==> config.mk <==
export PLATFORM = sky130hd
export DESIGN_NAME = r4_ifft_seq
export DESIGN_NICKNAME = d
export VERILOG_FILES = /design/src/rtl/r4_ifft_seq.sv
export SDC_FILE = /design/constraint.sdc
export NUM_CORES = 1
export LEC_CHECK = 0
export BUFFER_PORTS_ARGS = -buffer_cell sky130_fd_sc_hd__buf_2
export CAP_MARGIN = 20
export CORE_MARGIN = 4
export CORE_UTILIZATION = 50
export CTS_BUF_LIST = sky130_fd_sc_hd__clkbuf_4 sky130_fd_sc_hd__clkbuf_8 sky130_fd_sc_hd__clkbuf_16
export DETAILED_ROUTE_END_ITERATION = 12
export PLACE_DENSITY_LB_ADDON = 0.25
export SLEW_MARGIN = 20
export SYNTH_ARGS = -nofsm -noshare
export SYNTH_HDL_FRONTEND = slang
export SYNTH_SLANG_ARGS = --single-unit
==> constraint.sdc <==
create_clock -name clk -period 3.9 [get_ports clk]
set_clock_uncertainty 0.1 [all_clocks]
set_input_delay 0.39 -clock clk [delete_from_list [all_inputs] [get_ports clk]]
set_output_delay 0.39 -clock clk [all_outputs]
set_load 0.005 [all_outputs]
==> src/rtl/r4_ifft_seq.sv <==
// Sequential radix-4 inverse butterfly (twiddle +j, unscaled): takes one block of
// four complex samples, streams y0..y3 out one beat per output handshake.
module r4_ifft_seq #(
  parameter int WIDTH = 4
) (
  input  logic             clk,
  input  logic             rst,
  input  logic             in_valid,
  output logic             in_ready,
  input  logic [WIDTH-1:0] xr0,
  input  logic [WIDTH-1:0] xi0,
  input  logic [WIDTH-1:0] xr1,
  input  logic [WIDTH-1:0] xi1,
  input  logic [WIDTH-1:0] xr2,
  input  logic [WIDTH-1:0] xi2,
  input  logic [WIDTH-1:0] xr3,
  input  logic [WIDTH-1:0] xi3,
  output logic             out_valid,
  input  logic             out_ready,
  output logic [WIDTH-1:0] yr,
  output logic [WIDTH-1:0] yi,
  output logic [1:0]       out_idx,
  output logic             out_last
);

  typedef enum logic {IDLE, EMIT} state_t;

  state_t state, state_nxt;

  logic [3:0][WIDTH-1:0] cap_r, cap_i;
  logic [3:0][WIDTH-1:0] in_r, in_i;
  logic [3:0][WIDTH-1:0] src_r, src_i;
  logic [3:0][WIDTH-1:0] res_r, res_i;
  logic                  in_hs, out_hs;
  logic [1:0]            idx_inc;

  assign in_r = {xr3, xr2, xr1, xr0};
  assign in_i = {xi3, xi2, xi1, xi0};

  assign in_ready  = (state == IDLE) && !rst;
  assign out_valid = (state == EMIT);
  assign in_hs     = in_valid && in_ready;
  assign out_hs    = out_valid && out_ready;
  assign idx_inc   = out_idx + 2'd1;

  // In IDLE y0 is loaded straight from the ports on the capture edge; during
  // EMIT every later result comes from the captured block.
  assign src_r = (state == IDLE) ? in_r : cap_r;
  assign src_i = (state == IDLE) ? in_i : cap_i;

  // WIDTH-bit adders wrap naturally, giving the required mod 2^WIDTH result.
  assign res_r[0] = src_r[0] + src_r[1] + src_r[2] + src_r[3];
  assign res_i[0] = src_i[0] + src_i[1] + src_i[2] + src_i[3];
  assign res_r[1] = src_r[0] - src_i[1] - src_r[2] + src_i[3];
  assign res_i[1] = src_i[0] + src_r[1] - src_i[2] - src_r[3];
  assign res_r[2] = src_r[0] - src_r[1] + src_r[2] - src_r[3];
  assign res_i[2] = src_i[0] - src_i[1] + src_i[2] - src_i[3];
  assign res_r[3] = src_r[0] + src_i[1] - src_r[2] - src_i[3];
  assign res_i[3] = src_i[0] - src_r[1] - src_i[2] + src_r[3];

  always_ff @(posedge clk) begin
    if (rst) state <= IDLE;
    else     state <= state_nxt;
  end

  always_comb begin
    state_nxt = state;
    case (state)
      IDLE: if (in_hs) state_nxt = EMIT;
      EMIT: if (out_hs && out_idx == 2'd3) state_nxt = IDLE;
      default: state_nxt = IDLE;
    endcase
  end

  always_ff @(posedge clk) begin
    if (rst) begin
      cap_r    <= '0;
      cap_i    <= '0;
      yr       <= '0;
      yi       <= '0;
      out_idx  <= '0;
      out_last <= 1'b0;
    end else if (in_hs) begin
      cap_r    <= in_r;
      cap_i    <= in_i;
      yr       <= res_r[0];
      yi       <= res_i[0];
      out_idx  <= 2'd0;
      out_last <= 1'b0;
    end else if (out_hs) begin
      if (out_idx != 2'd3) begin
        yr       <= res_r[idx_inc];
        yi       <= res_i[idx_inc];
        out_idx  <= idx_inc;
        out_last <= (idx_inc == 2'd3);
      end else begin
        out_idx  <= 2'd0;
        out_last <= 1'b0;
      end
    end
  end

endmodule

==> run summary, run 1 <==
CP max FO: 7
Total GRT Usage: 20.4%
worst-skew pair later-pin latency: 0.31 ns
Slew HR: 48.6%
initial DRC count: 132
hold path depth: 3
placed cell areas: 0.00487 sq mm
max incr delay on CP: 0.59 ns
CTS Root Cell: clkbuf_8
Tot Pwr: 0.00218 W
Ant. Diodes: 0
die width: 101 um
achievable frequency: 268 MHz
clock tree buffer depth: 2
area of the multi-input gates: 0.00317 sq mm
Reg area: 885 sq um
Post-synth EDFFs: 0
syn_nets: 591
worst hold path type: input port to register
routed wire length: 9730 um
Reg2Reg Depth: 13
post-CTS sizing: 0
WHS: 0.192 ns
flop-to-flop setup slack: 0.16 ns
simple-gate share of the synthesized area: 11.2%
die height: 101 um
Rows: 33
critical path cell sequence: buf_4 -> mux2i_1 -> inv_1 -> ha_1 -> fa_1 -> inv_1 -> ha_1 -> a21o_1 -> a21oi_1 -> xnor2_1 -> xnor2_1 -> or3b_1 -> a31oi_1
FF+latch count, synth: 44
fraction of registers with async set/reset: 0%
Final Max Tran Viols: 0
xor and xnor area share after synthesis: 9.75%
Post-Syn Area per Cell: 9.12 sq um
worst r2r dst: yi[3]
Post-layout nets: 651
detailed placer's ending HPWL: 8100 um
CTS tree: done
Vias: 3,236
area leader, netlist: fa_1
# clock sinks: 44
io pins: 49
adder-cell share of the synthesized area: 30.7%
Hold Path End: cap_r[4]
fin crit share: 95.8%
pin count of the biggest net entering global routing: 48
top-area cell type share of the netlist area: 22.1%
largest family of logic cells by synthesized area: adder cells
fin area: 0.00501 sq mm
Setup TNS: 0 ns
cts hold-fix bufs: 0
multiplexer area fraction after synthesis: 9.80%
Max Cap Viol: 0
Slowest-stage cell, CP: fa_1
final setup fails: 0
Worst Path Required: 4.04 ns
vias in the first global route: 3,303
Hold Crit Start: xr1[0]
Fin. Hold Viols: 0
P per Cell Area: 436 mW/mm^2
Core Box Area: 0.00834 sq mm
arrival time worst endpoint: 3.88 ns
Leakage: 2.38 nW
IO Port Bufs: 48
DR vias/cell: 5.03
sequential area share after synthesis: 20.2%
commonest non-fill, non-tap cells in the layout: 76 x inv_1, 48 x fa_1, 48 x buf_2
antenna-violating nets left: 0
RSZ-0062 raised after global routing: true
Worst Setup End Kind: register
Starting Density: 52.2%
Yosys cell types: 35
Mapped Area: 0.00435 sq mm
first-pass GRT wire length: 16,400 um
Num CTS Buffers: 5
drt first pass iters: 4
compound-gate portion of the synthesized area: 9.72%
worst vdd ir: 0.000268 V
ys flop type: dfxtp_1
synthesized instance count: 477
Crit path buffers/inverters: 3
top area cells in the synthesized netlist: fa_1 22%, dfxtp_1 20%, ha_1 8.6%
CP top delay family: adder cells
Area Overhead vs Synth: 15.2%
commonest non-fill, non-tap cell in the layout: inv_1
Worst Tran Pin Value: 0.771 ns
GP Congestion: 0.923
Synth Warn #: 0
die area: 0.0103 sq mm
H-tree Lvls: 2
Setup CP Type: register to register
status: completed
# fillers: 738
Startpoint Class: register
minimum clock period: 3.74 ns
Residual DRC: 0
reg2reg start: out_valid
initial antenna violation count: 0
gr ovfl total: 0
layout cells sized above 1: 19.1%
Clock Pin Slew Worst Setup and Hold Paths: 0.10 ns
DR WL/cell: 15.1 um
post-CTS setup buffer count: 0
[where the power goes]
group / total [W] / leakage [nW] / switching (W) / internal (W)
Clock: 0.000323 / 0.0479 / 0.000172 / 0.000151
Combinational: 0.00134 / 1.97 / 0.000696 / 0.000643
Sequential: 0.000522 / 0.362 / 0.0000310 / 0.000491
[cell type report]
type                       count  area share (%)
multi-input combinational    336            63.2
clock buffer                   7            1.80
inverter                      77            5.77
timing repair buffer          73            8.79
clock inverter                 1           0.150
tap                          105            2.62
sequential                    44            17.6
[through the flow]
stage          util (%)  worst slack (ns)  instances
6_report           60.1             0.163        643
3_5_place_dp       58.4          0.000865        635
2_1_floorplan         -            0.0153        477
5_1_grt            60.1          -0.00436        643
3_3_place_gp       58.4             0.121        635
4_1_cts            59.6           0.00191        643
[worst reg2reg max path: stages, from the launching register on]
cell and delay [ns]:
dfxtp_4 0.43, buf_4 0.23, mux2i_1 0.31, inv_1 0.19, ha_1 0.35, fa_1 0.59, inv_1 0.06, ha_1 0.28
a21o_1 0.17, a21oi_1 0.19, xnor2_1 0.16, xnor2_1 0.12, or3b_1 0.35, a31oi_1 0.17
[per-layer routing]
metal  global-route usage, %  up-vias  wire length, um
met4                    6.95        0              212
met3                    3.31       12              331
met1                    28.3     1526             4690
met2                    32.5       61             4490
met5                       0        -                0
li1                        -     1637                -
[logic make-up (layout without fill, tap and decap cells)]
family / Yosys count / after routing
adders and majority gates: 78 / 78
AOI/OAI and AO/OA: 73 / 73
muxes: 36 / 36
buffers and inverters: 97 / 158
xor gates and xnor gates: 46 / 46
and+or+nand+nor: 103 / 103
DFF: 44 / 44
[registers in the layout, summed over array words and instances (netlist names)]
name and count:
cap_i 16, yr 4, out_last 1, out_idx 2, yi 4, cap_r 16
out_valid 1
[how the worst max path moves through the flow]
stage                   start  endpoint  slack (ns)  cells past startpoint
finish              out_valid     yi[3]        0.16                     13
global route        out_valid     yr[3]      -0.004                     12
CTS                 out_valid     yr[2]       0.002                     13
detailed placement  out_valid     yr[2]      0.0009                     13
global placement    out_valid     yr[2]        0.12                     13
floorplan           out_valid     yr[3]        0.02                     13
[Yosys cell counts (4+ instances only)]
master	instances
a21o_1	6
a21oi_1	15
a22oi_1	4
a31oi_1	4
clkbuf_1	14
dfxtp_1	44
fa_1	48
ha_1	30
inv_1	77
mux2i_1	30
mux4_2	4
nand2_1	42
nand2b_1	35
nor2_1	21
o21ai_0	36
xnor2_1	32
xor2_1	12
Note: power is estimated with default switching activity, not from simulation.
==> run 2, diff against run 1 <==
--- a/config.mk
+++ b/config.mk
@@ -8,8 +8,8 @@
 export BUFFER_PORTS_ARGS = -buffer_cell sky130_fd_sc_hd__buf_2
 export CAP_MARGIN = 20
 export CORE_MARGIN = 4
-export CORE_UTILIZATION = 50
-export CTS_BUF_LIST = sky130_fd_sc_hd__clkbuf_4 sky130_fd_sc_hd__clkbuf_8 sky130_fd_sc_hd__clkbuf_16
+export CORE_UTILIZATION = 53
+export CTS_BUF_LIST = sky130_fd_sc_hd__clkbuf_8
 export DETAILED_ROUTE_END_ITERATION = 12
 export PLACE_DENSITY_LB_ADDON = 0.25
 export SLEW_MARGIN = 20
==> run 2 against run 1 <==
  * Critical path depth fell by 1
  * Flip-flop and latch count unchanged
  * First-iteration DRC count fell by 4.5%
  * Core utilization is 4.0 points higher
  * Wire length increased by 0.61%
  * Non-clock buffer count rose by 4
  * Highest routed layer unchanged
==> run summary, run 2 (synthesis results as in run 1) <==
status: completed (unchanged)
critical path cell sequence: buf_12 -> mux2i_2 -> inv_1 -> fa_1 -> fa_1 -> fa_1 -> xor2_1 -> xnor2_1 -> xnor3_1 -> o21ai_0 -> a21oi_1 -> a31oi_1 (was buf_4 -> mux2i_1 -> inv_1 -> ha_1 -> fa_1 -> inv_1 -> ha_1 -> a21o_1 -> a21oi_1 -> xnor2_1 -> xnor2_1 -> or3b_1 -> a31oi_1)
Clock Pin Slew Worst Setup and Hold Paths: 0.09 ns (was 0.10 ns)
Slew HR: 48.5% (was 48.6%)
Rows: 32 (was 33)
fin area: 0.00503 sq mm (was 0.00501 sq mm)
Residual DRC: 0 (unchanged)
Startpoint Class: register (unchanged)
hold path depth: 3 (unchanged)
# clock sinks: 44 (unchanged)
flop-to-flop setup slack: 0.16 ns (about the same)
Total GRT Usage: 21.8% (was 20.4%)
first-pass GRT wire length: 17,000 um (was 16,400 um)
CP max FO: 17 (was 7)
CTS Root Cell: clkbuf_8 (unchanged)
IO Port Bufs: 48 (unchanged)
max incr delay on CP: 0.52 ns (was 0.59 ns)
gr ovfl total: 0 (unchanged)
antenna-violating nets left: 0 (unchanged)
worst vdd ir: 0.000240 V (was 0.000268 V)
Starting Density: 55.5% (was 52.2%)
Leakage: 2.41 nW (was 2.38 nW)
fin crit share: 95.8% (about the same)
switching share of power: 40.6% (was 41.1%)
Setup CP Type: register to register (unchanged)
Switch Pwr: 0.000903 W (was 0.000898 W)
Worst Tran Pin Value: 0.773 ns (was 0.771 ns)
die width: 98.6 um (was 101 um)
commonest non-fill, non-tap cells in the layout: 77 x inv_1, 48 x buf_2, 47 x fa_1 (was 76 x inv_1, 48 x fa_1, 48 x buf_2)
layout cells sized above 1: 19.4% (was 19.1%)
sequential power share: 23.4% (was 23.9%)
die area: 0.00972 sq mm (was 0.0103 sq mm)
placed cells: 630 (was 635)
routed wire length: 9790 um (was 9730 um)
Hold Crit Start: xi2[1] (was xr1[0])
initial antenna violation count: 0 (unchanged)
commonest non-fill, non-tap cell in the layout: inv_1 (unchanged)
detailed placer's ending HPWL: 8150 um (was 8100 um)
Ant. Diodes: 0 (unchanged)
Max Cap Viol: 0 (unchanged)
arrival time worst endpoint: 3.87 ns (was 3.88 ns)
Vias: 3,338 (was 3,236)
Top cell by count, worst path: fa_1
placed cell areas: 0.00485 sq mm (was 0.00487 sq mm)
Final Max Tran Viols: 0 (unchanged)
Fin. Hold Viols: 0 (unchanged)
clock tree buffer depth: 2 (unchanged)
pin count of the biggest net entering global routing: 48 (unchanged)
H-tree Lvls: 2 (unchanged)
initial DRC count: 126 (was 132)
Num CTS Buffers: 5 (unchanged)
WHS: 0.194 ns (was 0.192 ns)
Clock Power Share: 15.8% (was 14.8%)
worst-skew pair later-pin latency: 0.30 ns (was 0.31 ns)
Setup TNS: 0 ns (unchanged)
Tot Pwr: 0.00223 W (was 0.00218 W)
achievable frequency: 268 MHz (about the same)
DR vias/cell: 5.18 (was 5.03)
Core Box Area: 0.00785 sq mm (was 0.00834 sq mm)
worst hold path type: input port to register (unchanged)
CP top delay family: adder cells (unchanged)
Area Overhead vs Synth: 15.6% (was 15.2%)
WP depth: 12 (was 13)
biggest regs: cap_i (16), cap_r (16) (unchanged)
Crit path buffers/inverters: 2 (was 3)
vias in the first global route: 3,429 (was 3,303)
Worst Path Required: 4.04 ns (about the same)
Hold Path End: cap_i[9] (was cap_r[4])
reg2reg start: out_valid (unchanged)
Slowest-stage cell, CP: fa_1 (unchanged)
worst r2r dst: yr[3] (was yi[3])
final setup fails: 0 (unchanged)
Post-layout nets: 655 (was 651)
drt first pass iters: 4 (unchanged)
Comb power frac: 60.8% (was 61.3%)
P per Cell Area: 442 mW/mm^2 (was 436 mW/mm^2)
io pins: 49 (unchanged)
GP Congestion: 0.944 (was 0.923)
Worst Setup End Kind: register (unchanged)
die height: 98.6 um (was 101 um)
Finished Layout Cells: 644 (was 643)
DR WL/cell: 15.2 um (was 15.1 um)
CTS tree: done (unchanged)
Internal: 0.00132 W (was 0.00129 W)
Reg2Reg Depth: 12 (was 13)
minimum clock period: 3.74 ns (about the same)
==> run 2: tightest hold or removal path: cells and delay by family <==
kind / cells / cell delay (ns)
AO/OA/AOI/OAI: 1 / 0.05
AND/OR/NAND/NOR: 1 / 0.04
buffers and inverters: 1 / 0.09
==> run 2: timing repair <==
item | CTS | global route
hold buffers | 0 | 0
resized for setup | 0 | 9
buffers inserted | 0 | 6
setup endpoints to repair | 0 | 5
hold endpoints to repair | 0 | 0
==> run 2: power by group through the flow <==
stage / clock, W / sequential [W] / combinational, W
6_report: 0.000353 / 0.000520 / 0.00135
5_1_grt: 0.000383 / 0.000528 / 0.00152
4_1_cts: 0.000363 / 0.000522 / 0.00134
3_5_place_dp: 0 / 0.000532 / 0.00133
3_3_place_gp: 0 / 0.000530 / 0.00128
2_1_floorplan: 0 / 0.000524 / 0.000969
==> run 2: worst max path at each step <==
stage / from / endpoint / slack [ns]
after CTS: out_valid / yi[3] / 0.03
final: out_valid / yr[3] / 0.16
after detailed placement: out_valid / yi[3] / 0.06
after global placement: out_valid / yi[3] / 0.11
after global routing: out_valid / yr[3] / -0.007
after floorplan: out_valid / yr[3] / 0.02
==> run 2: area by class of cell <==
class | instances | area [sq um]
multi-input combinational | 336 | 3150
fill | 670 | 2820
sequential | 44 | 885
timing repair buffer | 77 | 470
inverter | 77 | 289
tap | 102 | 128
clock buffer | 5 | 68.8
clock inverter | 3 | 38.8
==> run 2: per-layer routing <==
metal  up-vias  track usage, %  wire length (um)
met4         0            6.93               271
li1       1644               -                 -
met3        16            3.11               409
met2        74            36.1              4760
met1      1604            29.7              4340
met5         -               0                 0
==> run 2: per-stage QoR <==
stage / worst slack [ns] / util (%)
CTS: 0.0322 / 63.2
floorplan: 0.0153 / -
detailed placement: 0.0574 / 61.8
global placement: 0.108 / 61.8
global route: -0.00687 / 64.1
finish: 0.164 / 64.1
